===== src/rtl/sfx_sequencer_if.sv =====
`default_nettype none
// ============================================================================
// sfx_sequencer_if : control/status bundle between game FSM and tone sequencer
// Rev 1.0
// ============================================================================
interface sfx_sequencer_if;
  logic       start;
  logic       stop;
  logic       pattern_sel;
  logic       loop_en;
  logic       speaker;
  logic       busy;
  logic       done;
  logic [4:0] step_idx;

  modport master (
    output start, stop, pattern_sel, loop_en,
    input  speaker, busy, done, step_idx
  );

  modport slave (
    input  start, stop, pattern_sel, loop_en,
    output speaker, busy, done, step_idx
  );
endinterface
`default_nettype wire


===== src/rtl/sfx_sequencer.sv =====
`default_nettype none
// ============================================================================
// sfx_sequencer : triggerable square-wave tone sequencer (melody / punch)
// Rev 1.0
// ============================================================================
module sfx_sequencer #(
  parameter int unsigned STEP_CYCLES = 32'd5357141,
  parameter int unsigned GATE_CYCLES = 32'd3571428,
  parameter int unsigned DIV_SHIFT   = 32'd0,
  parameter int unsigned DIV_W       = 32'd19
) (
  input  logic           clk,
  input  logic           rst_n,
  sfx_sequencer_if.slave bus
);

  localparam int unsigned c_SCNT_W = (STEP_CYCLES > 1) ? $clog2(STEP_CYCLES) : 1;
  localparam logic [c_SCNT_W-1:0] c_STEP_LAST = c_SCNT_W'(STEP_CYCLES - 1);

  localparam logic [3:0] c_REST = 4'd0;
  localparam logic [3:0] c_F3   = 4'd1;
  localparam logic [3:0] c_G3   = 4'd2;
  localparam logic [3:0] c_A3   = 4'd3;
  localparam logic [3:0] c_B3   = 4'd4;
  localparam logic [3:0] c_C4   = 4'd5;
  localparam logic [3:0] c_D4   = 4'd6;
  localparam logic [3:0] c_E4   = 4'd7;
  localparam logic [3:0] c_G4   = 4'd8;

  localparam logic [3:0] c_MELODY [32] = '{
    c_A3, c_A3, c_C4, c_A3, c_D4, c_A3, c_E4, c_D4,
    c_C4, c_C4, c_E4, c_C4, c_G4, c_C4, c_E4, c_C4,
    c_G3, c_G3, c_B3, c_G3, c_C4, c_G3, c_D4, c_C4,
    c_F3, c_F3, c_A3, c_F3, c_C4, c_F3, c_C4, c_B3
  };
  localparam logic [3:0] c_PUNCH [4] = '{c_G4, c_E4, c_C4, c_REST};

  // Half-period in clk cycles after the simulation shift; never zero.
  function automatic logic [DIV_W-1:0] f_half(input logic [3:0] note);
    logic [31:0] raw;
    case (note)
      c_F3:    raw = 32'd286351;
      c_G3:    raw = 32'd255101;
      c_A3:    raw = 32'd227272;
      c_B3:    raw = 32'd202477;
      c_C4:    raw = 32'd191109;
      c_D4:    raw = 32'd170258;
      c_E4:    raw = 32'd151684;
      c_G4:    raw = 32'd127550;
      default: raw = 32'd0;
    endcase
    raw = raw >> DIV_SHIFT;
    if (raw == 32'd0) raw = 32'd1;
    return DIV_W'(raw);
  endfunction

  typedef enum logic [0:0] {S_IDLE = 1'b0, S_PLAY = 1'b1} state_t;

  state_t              r_state,    w_state_nxt;
  logic                r_pat,      w_pat_nxt;
  logic [4:0]          r_step_idx, w_step_idx_nxt;
  logic [c_SCNT_W-1:0] r_step_cnt, w_step_cnt_nxt;
  logic [DIV_W-1:0]    r_tone_cnt, w_tone_nxt;
  logic                r_speaker,  w_spk_nxt;
  logic                r_busy,     w_busy_nxt;
  logic                r_done,     w_done_nxt;

  logic [3:0]          w_note;
  logic [DIV_W-1:0]    w_half_m1;
  logic [c_SCNT_W-1:0] w_cnt_inc;
  logic                w_last;
  logic                w_step_end;
  logic                w_gate_off;

  assign w_note     = r_pat ? c_PUNCH[r_step_idx[1:0]] : c_MELODY[r_step_idx];
  assign w_half_m1  = f_half(w_note) - DIV_W'(1);
  assign w_cnt_inc  = r_step_cnt + c_SCNT_W'(1);
  assign w_last     = r_pat ? (r_step_idx == 5'd3) : (r_step_idx == 5'd31);
  assign w_step_end = (r_step_cnt == c_STEP_LAST);
  // Gate is judged on the upcoming step count so the speaker drops exactly at GATE_CYCLES.
  assign w_gate_off = (32'(w_cnt_inc) >= GATE_CYCLES);

  always_ff @(posedge clk or negedge rst_n) begin
    if (!rst_n) begin
      r_state    <= S_IDLE;
      r_pat      <= 1'b0;
      r_step_idx <= 5'd0;
      r_step_cnt <= '0;
      r_tone_cnt <= '0;
      r_speaker  <= 1'b0;
      r_busy     <= 1'b0;
      r_done     <= 1'b0;
    end else begin
      r_state    <= w_state_nxt;
      r_pat      <= w_pat_nxt;
      r_step_idx <= w_step_idx_nxt;
      r_step_cnt <= w_step_cnt_nxt;
      r_tone_cnt <= w_tone_nxt;
      r_speaker  <= w_spk_nxt;
      r_busy     <= w_busy_nxt;
      r_done     <= w_done_nxt;
    end
  end

  always_comb begin
    w_state_nxt    = r_state;
    w_pat_nxt      = r_pat;
    w_step_idx_nxt = r_step_idx;
    w_step_cnt_nxt = r_step_cnt;
    w_tone_nxt     = r_tone_cnt;
    w_spk_nxt      = r_speaker;
    w_busy_nxt     = r_busy;
    w_done_nxt     = 1'b0;

    if (bus.stop) begin
      w_state_nxt    = S_IDLE;
      w_step_idx_nxt = 5'd0;
      w_step_cnt_nxt = '0;
      w_tone_nxt     = '0;
      w_spk_nxt      = 1'b0;
      w_busy_nxt     = 1'b0;
    end else if (bus.start) begin
      w_state_nxt    = S_PLAY;
      w_pat_nxt      = bus.pattern_sel;
      w_step_idx_nxt = 5'd0;
      w_step_cnt_nxt = '0;
      w_tone_nxt     = '0;
      w_spk_nxt      = 1'b0;
      w_busy_nxt     = 1'b1;
    end else if (r_state == S_PLAY) begin
      if (w_step_end) begin
        w_step_cnt_nxt = '0;
        w_tone_nxt     = '0;
        w_spk_nxt      = 1'b0;
        if (!w_last) begin
          w_step_idx_nxt = r_step_idx + 5'd1;
        end else if (bus.loop_en) begin
          w_step_idx_nxt = 5'd0;
        end else begin
          w_state_nxt    = S_IDLE;
          w_step_idx_nxt = 5'd0;
          w_busy_nxt     = 1'b0;
          w_done_nxt     = 1'b1;
        end
      end else begin
        w_step_cnt_nxt = w_cnt_inc;
        if (w_gate_off || (w_note == c_REST)) begin
          w_tone_nxt = '0;
          w_spk_nxt  = 1'b0;
        end else if (r_tone_cnt == w_half_m1) begin
          w_tone_nxt = '0;
          w_spk_nxt  = ~r_speaker;
        end else begin
          w_tone_nxt = r_tone_cnt + DIV_W'(1);
        end
      end
    end
  end

  assign bus.speaker  = r_speaker;
  assign bus.busy     = r_busy;
  assign bus.done     = r_done;
  assign bus.step_idx = r_step_idx;

endmodule
`default_nettype wire

===== src/flat_wrapper.sv =====
// flat-port wrapper written by rule: the top's interface ports become plain ports
module sfx_sequencer_flat 
#(
  parameter int unsigned STEP_CYCLES = 32'd5357141,
  parameter int unsigned GATE_CYCLES = 32'd3571428,
  parameter int unsigned DIV_SHIFT   = 32'd0,
  parameter int unsigned DIV_W       = 32'd19
)
  (clk, rst_n, bus_start, bus_stop, bus_pattern_sel, bus_loop_en, bus_speaker, bus_busy, bus_done, bus_step_idx);
  sfx_sequencer_if bus_i ();
  input  logic clk;
  input  logic rst_n;
  input wire logic [$bits(bus_i.start)-1:0] bus_start;
  input wire logic [$bits(bus_i.stop)-1:0] bus_stop;
  input wire logic [$bits(bus_i.pattern_sel)-1:0] bus_pattern_sel;
  input wire logic [$bits(bus_i.loop_en)-1:0] bus_loop_en;
  output wire logic [$bits(bus_i.speaker)-1:0] bus_speaker;
  output wire logic [$bits(bus_i.busy)-1:0] bus_busy;
  output wire logic [$bits(bus_i.done)-1:0] bus_done;
  output wire logic [$bits(bus_i.step_idx)-1:0] bus_step_idx;
  assign bus_i.start = bus_start;
  assign bus_i.stop = bus_stop;
  assign bus_i.pattern_sel = bus_pattern_sel;
  assign bus_i.loop_en = bus_loop_en;
  assign bus_speaker = bus_i.speaker;
  assign bus_busy = bus_i.busy;
  assign bus_done = bus_i.done;
  assign bus_step_idx = bus_i.step_idx;
  sfx_sequencer #(.STEP_CYCLES(STEP_CYCLES), .GATE_CYCLES(GATE_CYCLES), .DIV_SHIFT(DIV_SHIFT), .DIV_W(DIV_W)) u_core (.clk(clk), .rst_n(rst_n), .bus(bus_i));
endmodule

===== config.mk =====
export PLATFORM = sky130hd
export DESIGN_NAME = sfx_sequencer_flat
export DESIGN_NICKNAME = d
export VERILOG_FILES = /design/src/rtl/sfx_sequencer_if.sv /design/src/rtl/sfx_sequencer.sv /design/src/flat_wrapper.sv
export SDC_FILE = /design/constraint.sdc
export NUM_CORES = 1
export LEC_CHECK = 0
export BUFFER_PORTS_ARGS = -buffer_cell sky130_fd_sc_hd__clkbuf_2
export CAP_MARGIN = 20
export CORE_ASPECT_RATIO = 1.2
export CORE_MARGIN = 2
export CORE_UTILIZATION = 60
export DETAILED_ROUTE_END_ITERATION = 12
export GPL_ROUTABILITY_DRIVEN = 0
export GPL_TIMING_DRIVEN = 0
export PLACE_DENSITY_LB_ADDON = 0.3
export SLEW_MARGIN = 0
export SYNTH_ARGS = -nofsm -noshare
export SYNTH_HDL_FRONTEND = slang
export SYNTH_SLANG_ARGS = --single-unit

===== constraint.sdc =====
create_clock -name clk -period 6.72 [get_ports clk]
set_input_delay 1.344 -clock clk [delete_from_list [all_inputs] [get_ports clk]]
set_output_delay 1.344 -clock clk [all_outputs]
set_load 0.01 [all_outputs]

==> results of run 1 <==
==> sequential cells by signal, summed over array words and instances, names as in the netlist <==
name	cells
u_core.r_step_cnt	23
u_core.r_tone_cnt	19
u_core.bus.step_idx	5
u_core.bus.busy	1
u_core.bus.done	1
u_core.bus.speaker	1
u_core.r_pat	1
u_core.r_state	1
==> worst max-delay path by stage <==
| stage | start | endpoint | slack (ns) | cells past startpoint |
|---|---|---|---|---|
| 2_1_floorplan | u_core.bus.step_idx[0] | u_core.r_tone_cnt[13] | 1.14 | 27 |
| 3_3_place_gp | u_core.bus.step_idx[0] | u_core.r_tone_cnt[2] | 0.24 | 25 |
| 3_5_place_dp | u_core.bus.step_idx[0] | u_core.r_tone_cnt[17] | 0.07 | 25 |
| 4_1_cts | u_core.bus.step_idx[0] | u_core.r_tone_cnt[2] | 0.02 | 25 |
| 5_1_grt | u_core.bus.step_idx[0] | u_core.r_tone_cnt[2] | 0.03 | 25 |
| 6_report | u_core.bus.step_idx[0] | u_core.r_tone_cnt[2] | 0.46 | 25 |
==> cell type report <==
class / count / area [µm²] / area share, %
clock buffer: 6 / 72.6 / 1.42
sequential: 52 / 1300 / 25.6
tap: 92 / 115 / 2.26
buffer: 32 / 184 / 3.61
clock inverter: 2 / 16.3 / 0.319
timing repair buffer: 12 / 75.1 / 1.47
inverter: 20 / 75.1 / 1.47
multi-input combinational: 486 / 3250 / 63.8
==> cell usage after synthesis (14+ instances only) <==
| master | n | share of area (%) |
|---|---|---|
| nand2_1 | 66 | 5.2 |
| nand4_1 | 18 | 2.3 |
| nor2_1 | 33 | 2.6 |
| ha_1 | 18 | 4.7 |
| dfrtp_1 | 52 | 27 |
| o21ai_0 | 55 | 5.7 |
| clkbuf_1 | 18 | 1.4 |
| a21oi_1 | 29 | 3.0 |
| o31ai_1 | 16 | 2.5 |
| xnor2_1 | 16 | 2.9 |
| and3_1 | 14 | 1.8 |
| nand3_1 | 19 | 2.0 |
| xor2_1 | 21 | 3.8 |
| nor3_1 | 20 | 2.1 |
| inv_1 | 20 | 1.6 |
==> cells by family after synthesis <==
kind of cell | share of synthesized area, %
AND/OR/NAND/NOR | 30.2
adder cells (fa/ha/maj) | 4.69
flip-flops | 27.1
AO/OA/AOI/OAI | 25.4
multiplexers | 0.469
XOR/XNOR | 6.75
buffers and inverters | 5.40
==> critical path, cell delays in order (launching register included) <==
cell	delay, ns
dfrtp_2	0.48
inv_1	0.17
ha_1	0.27
buf_2	0.18
or3_1	0.38
a31oi_1	0.26
a21boi_2	0.30
inv_1	0.14
ha_1	0.21
clkbuf_1	0.21
a21bo_2	0.27
o21a_1	0.15
a21o_1	0.20
nor3_1	0.10
a22oi_1	0.19
ha_1	0.22
o21ai_0	0.24
or3_1	0.48
o31ai_1	0.23
nand4_1	0.15
a2111oi_2	0.46
and4bb_1	0.29
buf_6	0.15
o31a_4	0.18
buf_12	0.18
nor2_4	0.05
==> per-layer routing <==
metal | vias to the layer above | track usage (%)
met1 | 2184 | 36.3
met3 | 40 | 2.83
li1 | 2227 | -
met5 | - | 0
met4 | 0 | 12.8
met2 | 220 | 50.1
==> timing repair <==
item                                    CTS  global route
endpoints found under the setup margin    0            20
resized for setup                         0             7
hold buffers                              0             0
==> power groups by stage <==
stage	logic [mW]	registers (mW)	clock network, mW
2_1_floorplan	0.274	0.327	0
3_3_place_gp	0.345	0.328	0
3_5_place_dp	0.355	0.328	0
4_1_cts	0.357	0.322	0.186
5_1_grt	0.401	0.323	0.195
6_report	0.371	0.322	0.181
==> flow_metrics.py, run 1 <==
metrics = {
    "status": {
        "outcome": "completed",
    },
    "worst_hold_path": {
        "holdPathStages": 2,
        "min_from": "u_core.bus.busy",
        "hp-class": "flop to flop",
        "hold_end": "u_core.bus.busy",
    },
    "setup_path": {
        "critPathLaunchType": "flop",
        "r2r_cells": 25,
        "setup.worst_path.class": "flop to flop",
        "cp-end-kind": "flop",
        "reg2reg_slack_ns": 0.46,
        "cp_max_fo": 10,
        "worstPathRequired_ns": 6.92,
        "r2r-end": "u_core.r_tone_cnt[2]",
        "r2r_start": "u_core.bus.step_idx[0]",
        "worstPathArrival_ns": 6.46,
    },
    "pwr": {
        "power_mw": 0.874,
        "peakVddDrop_mv": 0.118,
        "switchingPower_mw": 0.349,
        "combPwrFrac_pct": 42.4,
        "cellPowerDensity_nw_per_um2": 172,
        "pwr-share-clk_pct": 20.7,
        "p_seq_share_pct": 36.9,
        "p_int_mw": 0.525,
        "p_leak_nw": 2.01,
        "switching_share_pct": 39.9,
    },
    "grt": {
        "grt_pass1_vias": 4242,
        "gr-total-overflow": 0,
        "antenna_found_initial": 0,
        "grt_max_degree": 32,
        "grt_first_pass_wirelength_mm": 20.4,
        "grt_usage_pct": 28.8,
    },
    "layout": {
        "layout_common_cells": "nand2_1 (66), o21ai_0 (55), dfrtp_1 (50), nor2_1 (33), a21oi_1 (28)",
        "drive_gt1_share_pct": 12.1,
        "antennaDiodeCount": 0,
        "area_delta_synth_final_pct": 6.15,
        "layoutNonFillerInstCount": 702,
        "final_cell_area_um2": 5090,
        "fin_nets": 633,
        "final_core_util_pct": 66.1,
        "n_fill_cell": 650,
        "final_common_cell": "nand2_1",
    },
    "floorplan": {
        "initial_utilization_pct": 62.3,
        "die_h_um": 102,
        "dieArea_um2": 8730,
        "row_count": 35,
        "die_x_um": 85.6,
        "core-area_um2": 7710,
        "ios": 14,
    },
    "timing": {
        "drv_slew": 0,
        "fin_crit_ns": 6.26,
        "max_slew.worst_pin.slew_ns": 0.863,
        "slew_headroom_pct": 42.0,
        "setup_violations": 0,
        "fin_crit_sh_pct": 93.2,
        "worst_slack_ns": 0.460,
        "whs_ns": 0.547,
        "timing.fmax_mhz": 160,
        "finClkSkew_ns": 0.0132,
        "fin_tns_setup_ns": 0,
        "hold_viol_final": 0,
        "rsz0062_at_grt": "false",
    },
    "drt": {
        "num_vias": 4671,
        "drtIter0Drc": 329,
        "top_layer": "met4",
        "drt-wirelength-per-cell_um": 17.3,
        "dr_wl_met2_mm": 6.02,
        "drt_wl_total_mm": 12.2,
        "wl_met1_mm": 4.96,
        "drt_first_pass_iters": 7,
        "dr_wl_met3_um": 722,
        "route.detailed.drc": 0,
        "ant_nets": 0,
        "via_per_inst": 6.65,
    },
    "synthesis": {
        "synth_ff_type": "dfrtp_1",
        "syn_area_um2": 4800,
        "ys_warn_count": 0,
        "synthCells": 590,
        "synth_seq_cells": 52,
        "async_flop_share_pct": 100,
        "synth.avg_cell_area_um2": 8.13,
        "netlist-cell-type-count": 78,
        "seq_area_frac_synth_pct": 27.1,
        "synth_edf_count": 0,
        "synth_nets": 614,
    },
    "run": {
        "cap_violations": 0,
    },
    "clocking": {
        "post-cts-setup-buffers": 0,
        "clock_path_buffers": 2,
        "cts-root-buf": "clkbuf_8",
        "clk_latency_ns": 0.31,
        "clk_transition_reported_paths_ns": 0.10,
        "htree_num_levels": 2,
        "cts_tree": "built",
        "numCtsBuffers": 5,
        "cts_sinks": 52,
    },
    "place": {
        "hpwlAfterDp_mm": 9.18,
        "dpl_cell_area_um2": 4990,
        "port_buffers": 11,
        "preCtsSetupSlack_ns": 0.0662,
        "dp.cells": 694,
    },
}
Note: power is estimated with default switching activity, not from simulation.
==> run 2: changes to the inputs <==
--- a/config.mk
+++ b/config.mk
@@ -13,7 +13,7 @@
 export DETAILED_ROUTE_END_ITERATION = 12
 export GPL_ROUTABILITY_DRIVEN = 0
 export GPL_TIMING_DRIVEN = 0
-export PLACE_DENSITY_LB_ADDON = 0.3
+export PLACE_DENSITY = 0.82
 export SLEW_MARGIN = 0
 export SYNTH_ARGS = -nofsm -noshare
 export SYNTH_HDL_FRONTEND = slang
==> flow_metrics.py, run 2 (synthesis gave the netlist of run 1 again) <==
metrics = {
    "setup_path": {
        "setup.worst_path.class": "flop to flop",
        "max_stage_delay_ns": 0.54,
        "worstPathArrival_ns": 6.48,
        "crit_slowest_cell": "dfrtp_1",
        "crit_path_end": "u_core.r_tone_cnt[2]",
        "r2r_cells": 25,
        "r2r_start": "u_core.bus.step_idx[1]",
        "cp_top_family": "compound AO/OA/AOI/OAI gates",
        "r2r-end": "u_core.r_tone_cnt[2]",
        "cp_max_fo": 10,
        "worstPathRequired_ns": 6.91,
        "critPathLaunchType": "flop",
        "cp.buffers_inverters": 6,
        "reg2reg_slack_ns": 0.43,
        "cp_num_cells": 25,
        "startpoint": "u_core.bus.step_idx[1]",
        "worst_path_most_repeated_cell": "ha_1",
        "cp-end-kind": "flop",
    },
    "floorplan": {
        "initial_utilization_pct": 62.3,
        "core-area_um2": 7710,
        "ios": 14,
        "die_x_um": 85.6,
        "die_h_um": 102,
        "row_count": 35,
        "dieArea_um2": 8730,
    },
    "clocking": {
        "cts-root-buf": "clkbuf_8",
        "htree_num_levels": 2,
        "ctsHoldBuffers": 0,
        "numCtsBuffers": 5,
        "clock_path_buffers": 2,
        "cts_tree": "built",
        "post-cts-setup-buffers": 0,
        "clk_latency_ns": 0.31,
        "clk_transition_reported_paths_ns": 0.09,
        "cts_sinks": 52,
    },
    "drt": {
        "drt_first_pass_iters": 5,
        "route.detailed.drc": 0,
        "drt_wl_total_mm": 12.3,
        "num_vias": 4659,
        "drtIter0Drc": 321,
        "drt-wirelength-per-cell_um": 17.5,
        "via_per_inst": 6.64,
        "ant_nets": 0,
    },
    "layout": {
        "layout_common_cells": "nand2_1 (66), o21ai_0 (55), dfrtp_1 (52), nor2_1 (32), a21oi_1 (28)",
        "largest_reg_flops": 23,
        "n_fill_cell": 653,
        "area_delta_synth_final_pct": 6.26,
        "top_register": "u_core.r_step_cnt",
        "drive_gt1_share_pct": 12.0,
        "final_common_cell": "nand2_1",
        "antennaDiodeCount": 0,
        "fin_nets": 633,
    },
    "pwr": {
        "cellPowerDensity_nw_per_um2": 173,
        "power_mw": 0.880,
        "p_leak_nw": 2.01,
        "peakVddDrop_mv": 0.117,
    },
    "status": {
        "outcome": "completed",
    },
    "timing": {
        "setup_violations": 0,
        "drv_slew": 0,
        "fin_crit_sh_pct": 93.6,
        "whs_ns": 0.523,
        "hold_viol_final": 0,
        "finClkSkew_ns": 0.0102,
        "fin_crit_ns": 6.29,
        "max_slew.worst_pin.slew_ns": 0.936,
        "slew_headroom_pct": 37.1,
        "timing.fmax_mhz": 159,
    },
    "grt": {
        "grt_first_pass_wirelength_mm": 20.6,
        "antenna_found_initial": 0,
        "grt_max_degree": 32,
        "gr-total-overflow": 0,
        "grt_pass1_vias": 4377,
        "grt_usage_pct": 29.1,
    },
    "worst_hold_path": {
        "hp-class": "flop to flop",
        "min_from": "u_core.r_step_cnt[13]",
    },
    "run": {
        "cap_violations": 0,
    },
    "place": {
        "port_buffers": 11,
        "hpwlAfterDp_mm": 9.19,
    },
}
-- run 2: changes by cell type in the layout (fill, tap and decap cells not counted), sizes merged --
| cell | delta |
|---|---|
| clkinv | -1 |
| clkbuf | +1 |
-- run 2: worst min-delay path by stage --
stage                                        to  slack [ns]  cells after the start
final                     u_core.r_step_cnt[13]        0.52                      1
after global routing      u_core.r_step_cnt[13]        0.57                      1
after CTS                 u_core.r_step_cnt[13]        0.52                      1
after detailed placement  u_core.r_step_cnt[13]        0.50                      1
after global placement    u_core.r_step_cnt[13]        0.50                      1
after floorplan           u_core.r_step_cnt[13]        0.46                      1
-- run 2: power by group --
part	total, mW	switching (mW)	internal [mW]
Sequential	0.322	0.00638	0.316
Clock	0.187	0.103	0.0839
Combinational	0.371	0.236	0.135
Total	0.880	0.345	0.535
-- run 2: repair_timing --
| action | in CTS | in global routing |
|---|---|---|
| resized for setup | 0 | 6 |
| endpoints found under the hold margin | 0 | 0 |
| endpoints found under the setup margin | 0 | 20 |
-- run 2: layout make-up --
class	instances	area (µm²)	share of cell area, %
multi-input cells	486	3250	63.8
well taps	92	115	2.26
clock inverters	1	7.51	0.147
flip-flops and latches	52	1300	25.5
plain buffers	32	184	3.61
repair buffers	12	75.1	1.47
inverters	20	75.1	1.47
clock buffers	7	86.3	1.69
-- run 2: per-stage QoR --
step	util, %	setup TNS (ns)	cells	setup slack [ns]	cell area [µm²]
floorplan	-	0	590	1.14	4800
global placement	64.5	0	693	0.181	4970
detailed placement	64.7	0	694	0.127	4990
CTS	65.9	0	702	0.107	5080
global route	66.2	-0.417	702	-0.0493	5100
finish	66.2	0	702	0.432	5100
-- run 2: routing by layer --
metal | global-route usage (%) | wire, µm
met2 | 52.0 | 6190
met3 | 2.50 | 685
met1 | 35.7 | 4970
met4 | 13.6 | 429
met5 | 0 | 0
